===== src/rtl/priority_frame_builder_pkg.sv =====
// -----------------------------------------------------------------------------
// priority_frame_builder_pkg
//   Shared constants for the passenger-priority frame builder: field widths,
//   counter widths, index width and the FSM state encodings.
//   No ports (package).
// -----------------------------------------------------------------------------
package priority_frame_builder_pkg;

   localparam int NP_W    = 32;   // np field width, received first, LSB first
   localparam int VIP_W   = 8;    // vip field width, received after np
   localparam int NP_CW   = 6;    // np_cnt width, holds 0..NP_W
   localparam int VIP_CW  = 4;    // vip_cnt width, holds 0..VIP_W
   localparam int FRAME_W = NP_W + VIP_W + 1;

   // One shared bit index walks both fields, so it is sized for the larger one.
   localparam int IDX_W   = $clog2(NP_W);
   localparam int VIP_IW  = $clog2(VIP_W);

   localparam logic [1:0] S_NP   = 2'd0;
   localparam logic [1:0] S_VIP  = 2'd1;
   localparam logic [1:0] S_VVIP = 2'd2;
   localparam logic [1:0] S_HOLD = 2'd3;

endpackage


===== src/rtl/priority_frame_builder_if.sv =====
// -----------------------------------------------------------------------------
// priority_frame_builder_if
//   Bundles the serial bit input, the clear control and the parallel frame
//   output of the frame builder.
//
//   Handshakes (both strict valid/ready): a transfer happens on a rising clk
//   edge where valid and ready are both 1. The sender keeps valid (and its
//   data) until that edge; ready may change freely and never depends on valid.
//     - bit stream : bit_valid / bit_ready, payload bit_in
//     - frame out  : out_valid / out_ready, payload np/vip/vvip/np_cnt/vip_cnt
//
//   Modports
//     master : the builder (drives bit_ready and the frame)
//     slave  : the environment (drives bits, clear and out_ready)
// -----------------------------------------------------------------------------
interface priority_frame_builder_if import priority_frame_builder_pkg::*; ();

   logic                clear;
   logic                bit_in;
   logic                bit_valid;
   logic                bit_ready;
   logic [NP_W-1:0]     np;
   logic [VIP_W-1:0]    vip;
   logic                vvip;
   logic [NP_CW-1:0]    np_cnt;
   logic [VIP_CW-1:0]   vip_cnt;
   logic                out_valid;
   logic                out_ready;

   modport master (
      input  clear, bit_in, bit_valid, out_ready,
      output bit_ready, np, vip, vvip, np_cnt, vip_cnt, out_valid
   );

   modport slave (
      output clear, bit_in, bit_valid, out_ready,
      input  bit_ready, np, vip, vvip, np_cnt, vip_cnt, out_valid
   );

endinterface


===== src/rtl/priority_frame_builder.sv =====
// -----------------------------------------------------------------------------
// priority_frame_builder
//   Serial-to-parallel producer for the passenger-priority comparator.
//   Accepts one bit per bit_valid && bit_ready cycle, assembling np (NP_W bits,
//   LSB first), then vip (VIP_W bits, LSB first), then vvip. Running set-bit
//   counts for np and vip are kept as bits arrive. The completed frame is held
//   on out_valid until out_ready is seen.
//
//   Ports
//     clk       in   system clock, all state on posedge
//     reset     in   synchronous active-high reset, beats every other input
//     bus       --   priority_frame_builder_if.master (bits, clear, frame)
//     dbg_state out  current FSM state (S_NP/S_VIP/S_VVIP/S_HOLD)
// -----------------------------------------------------------------------------
module priority_frame_builder import priority_frame_builder_pkg::*; (
   input  logic                       clk,
   input  logic                       reset,
   priority_frame_builder_if.master   bus,
   output logic [1:0]                 dbg_state
);

   logic [1:0]          state_q,   state_d;
   logic [IDX_W-1:0]    idx_q,     idx_d;
   logic [NP_W-1:0]     np_q,      np_d;
   logic [VIP_W-1:0]    vip_q,     vip_d;
   logic                vvip_q,    vvip_d;
   logic [NP_CW-1:0]    np_cnt_q,  np_cnt_d;
   logic [VIP_CW-1:0]   vip_cnt_q, vip_cnt_d;

   logic accept;
   logic zero_all;

   // bit_ready is decoded from the state flop only, so it never depends on
   // bit_valid and the bit stream cannot form a combinational loop.
   assign accept = bus.bit_valid && (state_q != S_HOLD);

   always_comb begin
      state_d   = state_q;
      idx_d     = idx_q;
      np_d      = np_q;
      vip_d     = vip_q;
      vvip_d    = vvip_q;
      np_cnt_d  = np_cnt_q;
      vip_cnt_d = vip_cnt_q;
      zero_all  = 1'b0;

      if (bus.clear) begin
         // clear wins over both an offered bit and a pending handshake.
         zero_all = 1'b1;
      end else begin
         case (state_q)
            S_NP: begin
               if (accept) begin
                  np_d[idx_q] = bus.bit_in;
                  np_cnt_d    = np_cnt_q + NP_CW'(bus.bit_in);
                  if (idx_q == IDX_W'(NP_W - 1)) begin
                     idx_d   = '0;
                     state_d = S_VIP;
                  end else begin
                     idx_d = idx_q + IDX_W'(1);
                  end
               end
            end
            S_VIP: begin
               if (accept) begin
                  vip_d[idx_q[VIP_IW-1:0]] = bus.bit_in;
                  vip_cnt_d = vip_cnt_q + VIP_CW'(bus.bit_in);
                  if (idx_q == IDX_W'(VIP_W - 1)) begin
                     idx_d   = '0;
                     state_d = S_VVIP;
                  end else begin
                     idx_d = idx_q + IDX_W'(1);
                  end
               end
            end
            S_VVIP: begin
               if (accept) begin
                  vvip_d  = bus.bit_in;
                  state_d = S_HOLD;
               end
            end
            S_HOLD: begin
               // Fields are frozen here; they only move on the handshake.
               if (bus.out_ready) begin
                  zero_all = 1'b1;
               end
            end
            default: begin
               zero_all = 1'b1;
            end
         endcase
      end

      if (zero_all) begin
         state_d   = S_NP;
         idx_d     = '0;
         np_d      = '0;
         vip_d     = '0;
         vvip_d    = 1'b0;
         np_cnt_d  = '0;
         vip_cnt_d = '0;
      end
   end

   always_ff @(posedge clk) begin
      if (reset) begin
         state_q   <= S_NP;
         idx_q     <= '0;
         np_q      <= '0;
         vip_q     <= '0;
         vvip_q    <= 1'b0;
         np_cnt_q  <= '0;
         vip_cnt_q <= '0;
      end else begin
         state_q   <= state_d;
         idx_q     <= idx_d;
         np_q      <= np_d;
         vip_q     <= vip_d;
         vvip_q    <= vvip_d;
         np_cnt_q  <= np_cnt_d;
         vip_cnt_q <= vip_cnt_d;
      end
   end

   assign bus.bit_ready = (state_q != S_HOLD);
   assign bus.out_valid = (state_q == S_HOLD);
   assign bus.np        = np_q;
   assign bus.vip       = vip_q;
   assign bus.vvip      = vvip_q;
   assign bus.np_cnt    = np_cnt_q;
   assign bus.vip_cnt   = vip_cnt_q;
   assign dbg_state     = state_q;

endmodule


===== src/flat_wrapper.sv =====
// flat-port wrapper written by rule: the top's interface ports become plain ports
module priority_frame_builder_flat import priority_frame_builder_pkg::*;
  (clk, reset, dbg_state, bus_clear, bus_bit_in, bus_bit_valid, bus_out_ready, bus_bit_ready, bus_np, bus_vip, bus_vvip, bus_np_cnt, bus_vip_cnt, bus_out_valid);
  priority_frame_builder_if bus_i ();
  input  logic clk;
  input  logic reset;
  output logic [1:0] dbg_state;
  input wire logic [$bits(bus_i.clear)-1:0] bus_clear;
  input wire logic [$bits(bus_i.bit_in)-1:0] bus_bit_in;
  input wire logic [$bits(bus_i.bit_valid)-1:0] bus_bit_valid;
  input wire logic [$bits(bus_i.out_ready)-1:0] bus_out_ready;
  output wire logic [$bits(bus_i.bit_ready)-1:0] bus_bit_ready;
  output wire logic [$bits(bus_i.np)-1:0] bus_np;
  output wire logic [$bits(bus_i.vip)-1:0] bus_vip;
  output wire logic [$bits(bus_i.vvip)-1:0] bus_vvip;
  output wire logic [$bits(bus_i.np_cnt)-1:0] bus_np_cnt;
  output wire logic [$bits(bus_i.vip_cnt)-1:0] bus_vip_cnt;
  output wire logic [$bits(bus_i.out_valid)-1:0] bus_out_valid;
  assign bus_i.clear = bus_clear;
  assign bus_i.bit_in = bus_bit_in;
  assign bus_i.bit_valid = bus_bit_valid;
  assign bus_i.out_ready = bus_out_ready;
  assign bus_bit_ready = bus_i.bit_ready;
  assign bus_np = bus_i.np;
  assign bus_vip = bus_i.vip;
  assign bus_vvip = bus_i.vvip;
  assign bus_np_cnt = bus_i.np_cnt;
  assign bus_vip_cnt = bus_i.vip_cnt;
  assign bus_out_valid = bus_i.out_valid;
  priority_frame_builder u_core (.clk(clk), .reset(reset), .bus(bus_i), .dbg_state(dbg_state));
endmodule

===== config.mk =====
export PLATFORM = sky130hd
export DESIGN_NAME = priority_frame_builder_flat
export DESIGN_NICKNAME = d
export VERILOG_FILES = /design/src/rtl/priority_frame_builder_pkg.sv /design/src/rtl/priority_frame_builder_if.sv /design/src/rtl/priority_frame_builder.sv /design/src/flat_wrapper.sv
export SDC_FILE = /design/constraint.sdc
export NUM_CORES = 1
export LEC_CHECK = 0
export CORE_MARGIN = 2
export CORE_UTILIZATION = 45
export DETAILED_ROUTE_END_ITERATION = 8
export PLACE_DENSITY = 0.83
export SYNTH_ARGS = -nofsm -noshare
export SYNTH_HDL_FRONTEND = slang
export SYNTH_SLANG_ARGS = --single-unit

===== constraint.sdc =====
create_clock -name clk -period 1.8 [get_ports clk]
set_input_delay 0.36 -clock clk [delete_from_list [all_inputs] [get_ports clk]]
set_output_delay 0.36 -clock clk [all_outputs]
set_load 0.05 [all_outputs]

# Word level (Yosys, flattened, before mapping)
# Cells that the tools add are included.
dict set report classes {
  div_mod_pow 0
  order_cmp 4
  reduce_logical 12
  n_mux 20
  shifts 0
  mul 0
  bitwise_logic 1
  n_eq_ne 11
  add_sub_neg 3
}
# op count
set ops {}
lappend ops {{$bwmux W32} 1}
lappend ops {{$mux W5} 4}
lappend ops {{$mux W2} 5}
lappend ops {{$ne A2 B1 Y1 const B} 5}
lappend ops {{$pmux W5 S2} 1}
lappend ops {{$reduce_and A3 Y1} 3}
lappend ops {{$bwmux W8} 1}
lappend ops {{$reduce_and A7 Y1} 1}
lappend ops {{$add A6 B1 Y6} 1}
lappend ops {{$lt A5 B6 Y1 const B} 1}
lappend ops {{$pmux W2 S3} 1}
lappend ops {{$add A5 B1 Y5 const B} 1}
lappend ops {{$demux W1 S5} 1}
lappend ops {{$eq A5 B3 Y1 const B} 1}
lappend ops {{$eq A5 B5 Y1 const B} 1}
lappend ops {{$ge A5 B1 Y1 const B} 1}
lappend ops {{$mux W1} 5}
lappend ops {{$add A4 B1 Y4} 1}
lappend ops {{$eq A2 B2 Y1 const B} 2}
lappend ops {{$lt A3 B4 Y1 const B} 1}
lappend ops {{$reduce_and A4 Y1} 1}
lappend ops {{$demux W1 S3} 1}
lappend ops {{$ge A3 B1 Y1 const B} 1}
lappend ops {{$logic_and A1 B1 Y1} 3}
lappend ops {{7 further kinds} 7}
dict set report totals {
  romBits 0
  in_bits 6
  out_inout_bits 55
  latch_bits 0
  ram_bits 0
  n_memories 0
  reg_bits 58
  word_cells 58
}

# Logic depth before layout (Yosys ltp)
# Gate-level depths: netlist of run 1.
dict set report depth {
  ltp_word 5
  ltp_mapped 8
  mapped_depth_nobuf 7
}

# Worst setup path before layout of run 1
# Ideal clock, no wire load.
dict set report synth_path {
  kind {flip-flop to flip-flop}
  from {register u_core.state_q[0], in the netlist u_core.dbg_state[0]}
  to {register u_core.vip_q[4], in the netlist u_core.bus.vip[4]}
  setup_ps 125
  arrival_time_ps 2258
  t_required_ps 1675
  period_less_slack_ps 2384
  path_stages_with_launch 7
  n_path_buf 2
  slack_ps -584
  cell_sequence {dfxtp_1 -> ha_1 -> a211oi_2 -> nand2_1 -> buf_2 -> buf_2 -> mux2i_1}
}
dict set report synth_between {
  elab_chain_len 4
  elab_cells_between_ends 8
  classes_between {3 x eq/ne; 2 x mux; 3 x reduce/logical}
}
# item line
set synth_rtl {}
lappend synth_rtl {{start, declared} priority_frame_builder.sv:22} ;# logic [1:0] state_q, state_d;
lappend synth_rtl {{start signal, assigned} priority_frame_builder.sv:115} ;# state_q <= state_d;
lappend synth_rtl {{$eq A2 B2 Y1} n/a}
lappend synth_rtl {{net bus_out_valid} flat_wrapper.sv:18} ;# output wire logic [$bits(bus_i.out_valid)-1:0] bus_out_valid;
lappend synth_rtl {{$mux W1} priority_frame_builder.sv:51} ;# case (state_q)
lappend synth_rtl {{$mux W1} priority_frame_builder.sv:47} ;# if (bus.clear) begin
lappend synth_rtl {{$reduce_or A2 Y1 (no source line)} n/a}
lappend synth_rtl {{end signal, assigned} priority_frame_builder.sv:118} ;# vip_q <= vip_d;
lappend synth_rtl {{end, declared} priority_frame_builder.sv:25} ;# logic [VIP_W-1:0] vip_q, vip_d;
# The timed path passes the listed nets, and every way through them passes these cells.
# A chain may end at the register's enable or synchronous reset.

# Worst setup path after layout of run 1
dict set report layout_path {
  from {register u_core.state_q[1], in the netlist u_core.dbg_state[1]}
  to {register u_core.state_q[0], in the netlist u_core.dbg_state[0]}
}
dict set report layout_between {
  elab_chain_len 4
  elab_cells_between_ends 17
  classes_between {9 x eq/ne; 3 x mux; 5 x reduce/logical}
}
# item line
set layout_rtl {}
lappend layout_rtl {{$ne A2 B2 Y1 / $eq A2 B2 Y1 (equally long branches)} {priority_frame_builder.sv:35, priority_frame_builder.sv:51}}
lappend layout_rtl {{$logic_and A1 B1 Y1 / $mux W1 (equally long branches)} {priority_frame_builder.sv:35, priority_frame_builder.sv:51}}
lappend layout_rtl {{$ne A2 B1 Y1 (no source line) / $mux W1 (equally long branches)} n/a}
lappend layout_rtl {{$reduce_and A7 Y1 (no source line) / $reduce_or A2 Y1 (equally long branches)} n/a}
# Several ways; a longest one is shown, not always the timed one.

==> impl_summary.txt, run 1 <==
----------------------------------------------------
[Run status]
  Outcome ... finished clean

[Power and ir drop]
  Total leakage power ... 1.489 nW
  Clock power share ... 44.8%
  Power share of the combinational group ... ~6%
  Switching share of power ... about 23%
  Maximum resistive drop on vdd ... roughly 0.45 mV
  Cell internal pwr ... slightly above 0.002 W
  Sequential Power Share ... 49.4%
  Total net switching power ... 0.0005863 W
  PD cells ... roughly 700 nW/um^2

[Layout]
  Ant diodes ... 0
  Layout overhead on the synthesized area ... 41.19%
  Share of cells above drive strength 1 ... 31.85%
  Design Area, Final ... 3731 sq um
  Filler cell count in the final layout ... 466
  Area taken by multi-input logic gates ... 1440 sq um
  Total Nets Final ... 399
  Final core area utilization ... 66.94%
  FF+latch area ... 1170 sq um

[Critical path]
  Worst EP required ... ~2.0 ns
  Reg2Reg Setup Slack ... 0.004 ns
  R2R Path Start ... u_core.dbg_state[1]
  Worst reg2reg endpoint ... u_core.dbg_state[0]
  Kind of start point of the critical path ... flop
  CP Max Fanout ... 7
  Worst Setup End Kind ... flop
  Number of cells on the worst reg-to-reg path ... 6
  Arrival @ worst endpoint ... 2.03 ns
  Category of the most critical setup path ... reg2reg

[Clocking]
  CTS Buf Count ... 9
  Total number of H-tree levels ... 3
  TritonCTS clock tree ... done
  Post-CTS Hold Buffers ... 0
  Clock transition at the registers of the reported paths ... 0.06 ns
  Maximum number of buffers from clock root to sink ... 2
  Worst-Skew Late Latency ... 0.34 ns
  Number of clock sinks ... 58
  Clk root buf ... clkbuf_8

[GRT]
  M1 GR Usage ... 27.47%
  Met3 global-route usage ... 6.292%
  GRT Resource Usage Total ... 21.98%
  Global-route congestion overflow total ... 0
  First-pass GRT wire length ... between 10 and 15 mm
  Number of antenna violations at the first check in global routing ... 0
  Met2 usage in global routing ... 35.08%
  Maximum number of pins on one net before global-route repair ... 22
  Routing layer with the top usage in global route ... met2
  Via count of the first global-routing pass ... 2343

[Floorplanning]
  Number of placed I/O pins ... 61
  Core area ... 5574 sq um
  Number of placement rows ... 27
  Initial core utilization ... 47.41%
  Die width ... 80.63 microns
  Vertical die dimension ... 80.63 microns
  Die area ... 6501 sq um

[Synth]
  Multiplexer fraction of the synthesized cell area ... between 2 and 2.5%
  Cells after Synth ... between 200 and 300
  Share of flip-flops with an asynchronous set or reset after synthesis ... 0%
  Mean cell area of the mapped netlist ... 8.868 sq um
  Synth area leaders ... dfxtp_1 44%, nand3_1 13%, ha_1 6.6%
  Synthesized-area fraction occupied by adder cells ... 6.629%
  Sequential fraction of the synthesis area ... 43.94%
  Synth warnings ... 0
  Count of unique library cells instantiated by Yosys ... 41
  Post-Synth XOR/XNOR Area ... 1.989%
  Cell area after synthesis ... 2643 sq um
  Most instantiated library cell after synthesis ... nand3_1
  Synthesized netlist net count ... about 320
  Number of flops mapped to enable cells by yosys ... 0
  Area fraction in and, or, nand and nor cells after synthesis ... 24.86%
  Top cell type's share of synthesized area ... 43.94%
  FF+latch count, synth ... slightly below 60
  Share of the synthesized area in compound gates (AO/OA/AOI/OAI) ... 15.77%
  Top cells by instance count after synthesis ... 68 x nand3_1, 58 x dfxtp_1, 33 x o21ai_1
  Commonest register cell after synthesis ... dfxtp_1
  Combinational family with the most area after synthesis ... simple AND/OR/NAND/NOR gates
  Area leader, netlist ... dfxtp_1

[Drt]
  Routed length per instance ... 15.20 microns
  Via/cell ratio ... around 5.5
  Vias ... 2517
  Remaining DRCs ... 0
  Initial drt markers ... 142
  Final routed wirelength across all metal layers ... roughly 7 mm
  Final antenna-violating net count ... 0
  Pre-antenna DRT Iters ... 4

[Placed design]
  Quantity of I/O buffers inserted on ports ... 60
  Last weighted congestion value of the routability-driven placer ... 0.8708
  Placed cell areas ... 3403 sq um
  Half-perimeter wire length after placement ... 4.647 mm

[STA]
  RSZ-0062 raised after global routing ... yes
  Slew Limit Headroom ... between 60% and 70%
  Fmax ... 0.5568 GHz
  Worst-case clock skew ... 0.003462 ns
  Post-layout min period ... approximately 1.8 ns
  Number of failing setup endpoints in the final timing report ... 0
  Count of endpoints failing hold in the final timing report ... 0
  Least-Margin Pin Slew ... 0.5374 ns
  Portion of the clock cycle consumed by the worst path in the final layout ... 99.77%
  Number of pins with negative max-slew slack in the final report ... 0

[Worst hold path]
  Hold crit path type ... reg2reg
  Number of cells traversed by the worst hold path ... 2
  Startpoint of the worst hold path ... u_core.bus.np[10]
  Endpoint, Worst Hold ... u_core.bus.np[10]

[Flow run]
  Count of max-cap constraint violations ... 0

----------------------------------------------------
stage by stage:
stage               hold WS, ns  power, W  setup TNS (ns)  cells  setup WS, ns
global route             0.4876  0.002690         -0.1852    455       -0.1173
global placement         0.4463  0.001447          -4.050    431       -0.1472
detailed placement       0.4547  0.001451          -6.274    431       -0.1866
floorplan                0.4827  0.001382               0    298     0.0008575
finish                   0.4587  0.002601               0    455      0.004098
CTS                      0.4633  0.002622               0    448       0.01158
critical path, stage by stage (launching register included):
cell,delay (ns)
dfxtp_4,0.39
clkinvlp_4,0.15
ha_4,0.22
o21ba_1,0.21
a2111oi_4,0.41
nor2_1,0.09
a211oi_1,0.21
flip-flops by register name, summed over array words and instances (netlist names):
name,count
u_core.bus.vip,8
u_core.bus.np,32
u_core.bus.vvip,1
u_core.idx_q,5
u_core.bus.vip_cnt,4
u_core.bus.np_cnt,6
u_core.dbg_state,2
kinds of logic after synthesis:
kind of cell	after synthesis
muxes	6
adders and majority gates	14
AOI/OAI and AO/OA	61
buffers and inverters	29
and+or+nand+nor	124
xor gates and xnor gates	6
DFF	58
placed cells by master (no fill, tap or decap), drive strengths merged, types with 3 or more instances in the layout:
| cell | count |
|---|---|
| a21oi | 4 |
| and3b | 3 |
| buf | 88 |
| clkbuf | 12 |
| clkdlybuf4s50 | 3 |
| dfxtp | 58 |
| ha | 14 |
| inv | 4 |
| mux2i | 6 |
| nand2 | 15 |
| nand3 | 68 |
| nand4 | 5 |
| nor2 | 15 |
| nor3b | 5 |
| o211ai | 4 |
| o21ai | 33 |
| o31ai | 5 |
| xor2 | 6 |
metal layers:
layer	wire length, microns	share of wire [%]
met5	0	0
met4	102	1.5
met3	407	5.9
met2	3412	49
met1	2993	43
how the worst max path moves through the flow:
stage	to	slack [ns]	depth (start not counted)	start
after CTS	u_core.bus.np[26]	0.01	8	u_core.dbg_state[1]
after global placement	u_core.bus.np[30]	-0.15	6	bus_clear
after floorplan	u_core.bus.np[4]	0.0009	8	u_core.dbg_state[1]
after global routing	u_core.dbg_state[0]	-0.12	6	u_core.dbg_state[1]
after detailed placement	u_core.bus.np[30]	-0.19	6	bus_clear
final	u_core.dbg_state[0]	0.004	6	u_core.dbg_state[1]
layout make-up:
type | count | share of cell area (%)
repair buffers | 94 | 22.07
clock inverters | 3 | 1.073
multi-input cells | 211 | 38.60
flip-flops and latches | 58 | 31.35
well taps | 72 | 2.414
clock buffers | 12 | 3.890
inverters | 5 | 0.6036
power groups by stage:
stage / sequential [W] / clock (W) / combinational (W)
after CTS: 0.00128 / 0.00119 / 0.000151
after global routing: 0.00128 / 0.00124 / 0.000164
after floorplan: 0.00132 / 0 / 0.0000640
final: 0.00128 / 0.00116 / 0.000152
after global placement: 0.00131 / 0 / 0.000135
after detailed placement: 0.00131 / 0 / 0.000138
timing repair:
action | CTS | global route
endpoints found under the hold margin | 0 | 0
resized for setup | 0 | 13
buffers inserted | 1 | 7
gates cloned | 1 | 0
pin swaps | 1 | 4
setup endpoints to repair | 4 | 40
Power figures use the tool's default switching activity.
==> run 2: changes to the inputs <==
--- a/config.mk
+++ b/config.mk
@@ -8,6 +8,7 @@
 export CORE_MARGIN = 2
 export CORE_UTILIZATION = 45
 export DETAILED_ROUTE_END_ITERATION = 8
+export MAX_ROUTING_LAYER = met4
 export PLACE_DENSITY = 0.83
 export SYNTH_ARGS = -nofsm -noshare
 export SYNTH_HDL_FRONTEND = slang
==> run 2 against run 1 <==
Against the previous run: combinational power about the same; via count shrank 0.24%; die area is the same; sequential share of layout area did not move; sequential power is essentially flat; register-to-register slack hardly changed; clock power is essentially flat; cell count stayed put; non-clock buffer count stayed put; first-iteration DRC count rose by 1.4%; critical path type unchanged; critical endpoint unchanged.
==> impl_summary.txt, run 2 (synthesized netlist as in run 1, its figures left out) <==
----------------------------------------------------
[Run status]
  Outcome ... finished clean

[Power and ir drop]
  Total leakage power ... 1.489 nW
  Clock power share ... 44.7%
  PD cells ... 696.5 nW/um^2
  Maximum resistive drop on vdd ... 0.4433 mV
  Sequential Power Share ... 49.4%
  Switching share of power ... 22.47%
  Total net switching power ... 0.0005839 W
  Cell internal pwr ... 0.002015 W
  Power share of the combinational group ... just under 6%

[GRT]
  Global-route congestion overflow total ... 0
  Maximum number of pins on one net before global-route repair ... 22
  Via count of the first global-routing pass ... approximately 2400
  GRT Resource Usage Total ... 22.52%
  First-pass GRT wire length ... approximately 11 mm
  Number of antenna violations at the first check in global routing ... 0

[Critical path]
  R2R Path Start ... u_core.dbg_state[1]
  Arrival @ worst endpoint ... 2.02 ns
  Category of the most critical setup path ... reg2reg
  Kind of start point of the critical path ... flop
  Worst Setup End Kind ... flop
  Worst EP required ... 2.03 ns
  Startpoint of the most critical setup path ... u_core.dbg_state[1]
  CP Max Fanout ... 7

[Floorplanning]
  Die area ... 6501 sq um
  Die width ... slightly above 80 microns
  Core area ... around 5600 sq um
  Number of placement rows ... 27
  Initial core utilization ... 47.41%
  Number of placed I/O pins ... 61
  Vertical die dimension ... 80.63 microns

[Worst hold path]
  Startpoint of the worst hold path ... u_core.bus.np[10]
  Hold crit path type ... reg2reg

[STA]
  Number of pins with negative max-slew slack in the final report ... 0
  RSZ-0062 raised after global routing ... yes
  Portion of the clock cycle consumed by the worst path in the final layout ... 99.45%
  Post-layout min period ... 1.790 ns
  Count of endpoints failing hold in the final timing report ... 0
  Fmax ... between 0.5 and 0.6 GHz
  Least-Margin Pin Slew ... 0.5371 ns
  Worst-case clock skew ... 0.003565 ns
  Slew Limit Headroom ... about 64%
  Crit path setup slack, layout ... 0.009884 ns
  Number of failing setup endpoints in the final timing report ... 0
  Worst hold slack ... 0.4586 ns

[Drt]
  Via/cell ratio ... 5.519
  Remaining DRCs ... 0
  Final antenna-violating net count ... 0
  Routed length per instance ... 15.21 microns
  Vias ... 2511
  Final routed wirelength across all metal layers ... 6.921 mm
  Pre-antenna DRT Iters ... 4
  Initial drt markers ... approximately 140

[Layout]
  Final core area utilization ... 66.94%
  Number of flip-flops in the largest register ... 32
  Total Nets Final ... 399
  Ant diodes ... 0
  Share of cells above drive strength 1 ... 31.85%
  Design Area, Final ... 3731 sq um
  Commonest cells after routing, fill and taps aside ... 82 x buf_4, 66 x nand3_1, 55 x dfxtp_1
  Filler cell count in the final layout ... 466
  Finished Layout Cells ... roughly 460
  Layout overhead on the synthesized area ... 41.19%
  Most common cell after layout, fill and taps aside ... buf_4

[Clocking]
  Worst-Skew Late Latency ... 0.34 ns
  CTS Buf Count ... 9
  Total number of H-tree levels ... 3
  Clock transition at the registers of the reported paths ... 0.06 ns
  Clk root buf ... clkbuf_8
  Number of clock sinks ... 58
  TritonCTS clock tree ... done
  Maximum number of buffers from clock root to sink ... 2

[Flow run]
  Count of max-cap constraint violations ... 0

[Placed design]
  Quantity of I/O buffers inserted on ports ... 60
  Pre-CTS setup slack ... -0.1866 ns
  Placed Cells incl. Taps ... 431
  Last weighted congestion value of the routability-driven placer ... 0.8850
  Placed cell areas ... 3403 sq um
  Half-perimeter wire length after placement ... 4.647 mm

----------------------------------------------------
[run 2: path summary, 6_finish.rpt]
| kind | cells after the start | end | slack [ns] |
|---|---|---|---|
| worst min register to register | 2 | u_core.bus.np[10] | 0.46 |
| worst min-delay path | 2 | u_core.bus.np[10] | 0.46 |
| worst max register to register | 6 | u_core.dbg_state[0] | 0.01 |
| worst max-delay path | 6 | u_core.dbg_state[0] | 0.01 |
[run 2: worst max-delay path, cell delays in order, from the launching register on]
cell and delay (ns):
dfxtp_4 0.39, clkinvlp_4 0.15, ha_4 0.22, o21ba_1 0.21
a2111oi_4 0.42, nor2_1 0.09, a211oi_1 0.20
[run 2: power groups by stage]
stage	sequential, W	clock [W]	combinational, W
3_5_place_dp	0.00131	0	0.000138
2_1_floorplan	0.00132	0	0.0000640
6_report	0.00128	0.00116	0.000153
5_1_grt	0.00128	0.00124	0.000164
3_3_place_gp	0.00131	0	0.000135
4_1_cts	0.00128	0.00119	0.000151
[run 2: repair_timing]
action | CTS | global route
setup buffers | 1 | 7
endpoints found under the setup margin | 4 | 40
hold buffers | 0 | 0
gates resized for setup | 0 | 13
cloned | 1 | 0
pin swaps | 1 | 4
[run 2: layout make-up]
type	count	area, sq um	share of cell area (%)
clock buffers	12	145.1	3.890
flip-flops and latches	58	1170	31.35
well taps	72	90.09	2.414
multi-input cells	211	1440	38.60
repair buffers	94	823.3	22.07
clock inverters	3	40.04	1.073
inverters	5	22.52	0.6036
[run 2: routing by layer]
layer	GRT usage (%)	vias to the layer above	part of all wire, %
met5	-	-	0
li1	-	1256	-
met2	34.92	78	49
met3	6.067	8	6.1
met1	27.47	1169	44
met4	10.00	0	1.3
[run 2: metrics by stage]
stage	setup TNS (ns)	power, W
floorplan	0	0.001382
finish	0	0.002599
global placement	-4.050	0.001447
CTS	0	0.002622
detailed placement	-6.274	0.001451
global route	-0.1592	0.002690
==> run 3: changes to the inputs <==
--- a/config.mk
+++ b/config.mk
@@ -5,6 +5,7 @@
 export SDC_FILE = /design/constraint.sdc
 export NUM_CORES = 1
 export LEC_CHECK = 0
+export CORE_ASPECT_RATIO = 1.1
 export CORE_MARGIN = 2
 export CORE_UTILIZATION = 45
 export DETAILED_ROUTE_END_ITERATION = 8
==> constraint.sdc (replaced) <==
create_clock -name clk -period 1.5 [get_ports clk]
set_input_delay 0.3 -clock clk [delete_from_list [all_inputs] [get_ports clk]]
set_output_delay 0.3 -clock clk [all_outputs]
set_load 0.05 [all_outputs]
==> run 3 against run 2 <==
Against the previous run: the run now ends with setup timing left; critical path depth up 1; critical endpoint is now u_core.bus.np[13]; wire length up 110%; highest routed layer unchanged; setup slack worse by 0.37 ns; sequential power up 20%; critical path type unchanged; register-to-register slack worse by 0.37 ns; via count up 35%; non-clock buffer count up 33; total power up 41%.
==> impl_summary.txt, run 3 (synthesized netlist as in run 1, its figures left out) <==
----------------------------------------------------
[Layout]
  Most common cell after layout, fill and taps aside ... buf_12
  Total Nets Final ... 432
  Commonest cells after routing, fill and taps aside ... 64 x buf_12, 54 x dfxtp_1, 42 x nand3_2
  Ant diodes ... 0
  Final core area utilization ... 94.28%
  Share of cells above drive strength 1 ... 59.71%
  Design Area, Final ... 5405 sq um
  Number of flip-flops in the largest register ... 32
  Layout overhead on the synthesized area ... 104.5%

[Floorplanning]
  Initial core utilization ... 46.09%
  Die width ... slightly below 80 microns
  Die area ... around 6500 sq um
  Core area ... approximately 5700 sq um
  Number of placement rows ... 29
  Number of placed I/O pins ... 61
  Vertical die dimension ... approximately 84 microns

[Power and ir drop]
  Total leakage power ... 2.000 nW
  Total net switching power ... ~0.00099 W
  Clock power share ... 48.3%
  PD cells ... 678.1 nW/um^2
  Power share of the combinational group ... 9.7%
  Cell internal pwr ... roughly 0.0027 W
  Sequential Power Share ... 42.0%
  Maximum resistive drop on vdd ... 0.8818 mV
  Switching share of power ... 26.88%

[Run status]
  Outcome ... complete, but fails checks
  Violations in the final reports ... setup timing

[Critical path]
  CP Max Fanout ... 9
  R2R Path Start ... u_core.idx_q[1]
  Startpoint of the most critical setup path ... u_core.idx_q[1]
  Peak per-stage delay on the critical path ... 0.36 ns
  Kind of start point of the critical path ... flop
  Worst Setup End Kind ... flop
  Category of the most critical setup path ... reg2reg
  Critical-path cell list ... buf_4 -> inv_1 -> ha_1 -> buf_4 -> nand3_1 -> nand3_1 -> o21ai_1
  Arrival @ worst endpoint ... around 2.1 ns
  Slowest-stage cell, CP ... dfxtp_2
  Worst EP required ... 1.75 ns

[Placed design]
  Placed cell areas ... 4228 sq um
  Last weighted congestion value of the routability-driven placer ... between 0.8 and 0.9
  Quantity of I/O buffers inserted on ports ... 60
  Pre-CTS setup slack ... -0.4906 ns
  Half-perimeter wire length after placement ... 5.612 mm

[Clocking]
  Total number of H-tree levels ... 3
  Maximum number of buffers from clock root to sink ... 2
  Clock transition at the registers of the reported paths ... 0.08 ns
  Number of clock sinks ... 58
  Clk root buf ... clkbuf_8
  TritonCTS clock tree ... done
  CTS Buf Count ... 9
  Worst-Skew Late Latency ... 0.37 ns

[STA]
  Post-layout min period ... 1.863 ns
  Crit path setup slack, layout ... -0.3634 ns
  Number of failing setup endpoints in the final timing report ... 60
  Portion of the clock cycle consumed by the worst path in the final layout ... 124.2%
  Slew Limit Headroom ... 54.79%
  Worst hold slack ... 0.5250 ns
  Sum of negative setup slack ... -13.02 ns
  Worst-case clock skew ... 0.009178 ns
  Count of endpoints failing hold in the final timing report ... 0
  Least-Margin Pin Slew ... 0.6752 ns
  Number of pins with negative max-slew slack in the final report ... 0
  Fmax ... 0.5366 GHz
  RSZ-0062 raised after global routing ... yes

[GRT]
  GRT Resource Usage Total ... 38.15%
  Via count of the first global-routing pass ... 3345
  First-pass GRT wire length ... 18.44 mm
  Global-route congestion overflow total ... 0
  Number of antenna violations at the first check in global routing ... 0
  Maximum number of pins on one net before global-route repair ... 25

[Drt]
  Final antenna-violating net count ... 0
  Initial drt markers ... 493
  Routed length per instance ... 29.83 microns
  Remaining DRCs ... 0
  Final routed wirelength across all metal layers ... about 15 mm
  Via/cell ratio ... 6.844
  Pre-antenna DRT Iters ... 5
  Vias ... 3381

[Flow run]
  Count of max-cap constraint violations ... 0

[Worst hold path]
  Hold crit path type ... reg2reg
  Startpoint of the worst hold path ... u_core.bus.np[12]

----------------------------------------------------
-- run 3: timing repair --
item / CTS / global route
hold buffers: 0 / 0
pin swaps: 24 / 18
endpoints found under the setup margin: 54 / 58
cloned: 6 / 4
resized for setup: 69 / 86
setup buffers: 14 / 6
-- run 3: power groups by stage --
stage / registers [W] / logic, W / clock network, W
after floorplan: 0.00158 / 0.000103 / 0
after CTS: 0.00154 / 0.000291 / 0.00167
after global routing: 0.00154 / 0.000355 / 0.00181
after detailed placement: 0.00158 / 0.000171 / 0
after global placement: 0.00158 / 0.000163 / 0
final: 0.00154 / 0.000354 / 0.00177
-- run 3: metrics by stage --
stage               cells  power, W
detailed placement    454  0.001746
CTS                   490  0.003497
finish                494  0.003665
floorplan             298  0.001684
global route          494  0.003704
global placement      454  0.001738
-- run 3: final cells by class --
| type | count | area [sq um] |
|---|---|---|
| clock inverters | 6 | 87.58 |
| repair buffers | 127 | 1898 |
| well taps | 77 | 96.34 |
| fillers | 152 | 327.8 |
| flip-flops and latches | 58 | 1174 |
| clock buffers | 10 | 137.6 |
| inverters | 5 | 23.77 |
| multi-input cells | 211 | 1988 |
-- run 3: critical path, delay by kind of cell, from the launching register on --
family | cells | cell delay (ns)
fa+ha+maj | 1 | 0.35
compound gates | 1 | 0.11
simple gates | 2 | 0.32
buf+inv | 3 | 0.61
flops | 1 | 0.36
-- run 3: path summary, 6_finish.rpt --
check / depth (start not counted) / end / slack (ns)
setup reg to reg: 7 / u_core.bus.np[13] / -0.36
hold / removal: 2 / u_core.bus.np[12] / 0.52
hold reg to reg: 2 / u_core.bus.np[12] / 0.52
setup / recovery: 7 / u_core.bus.np[13] / -0.36
-- run 3: routing by layer --
| metal | wire length (microns) | vias to the layer above | GRT usage [%] |
|---|---|---|---|
| li1 | - | 1311 | - |
| met1 | 4939 | 1615 | 40.00 |
| met2 | 7150 | 322 | 63.00 |
| met3 | 1401 | 133 | 11.18 |
| met4 | 1247 | 0 | 23.86 |
| met5 | 0 | - | - |
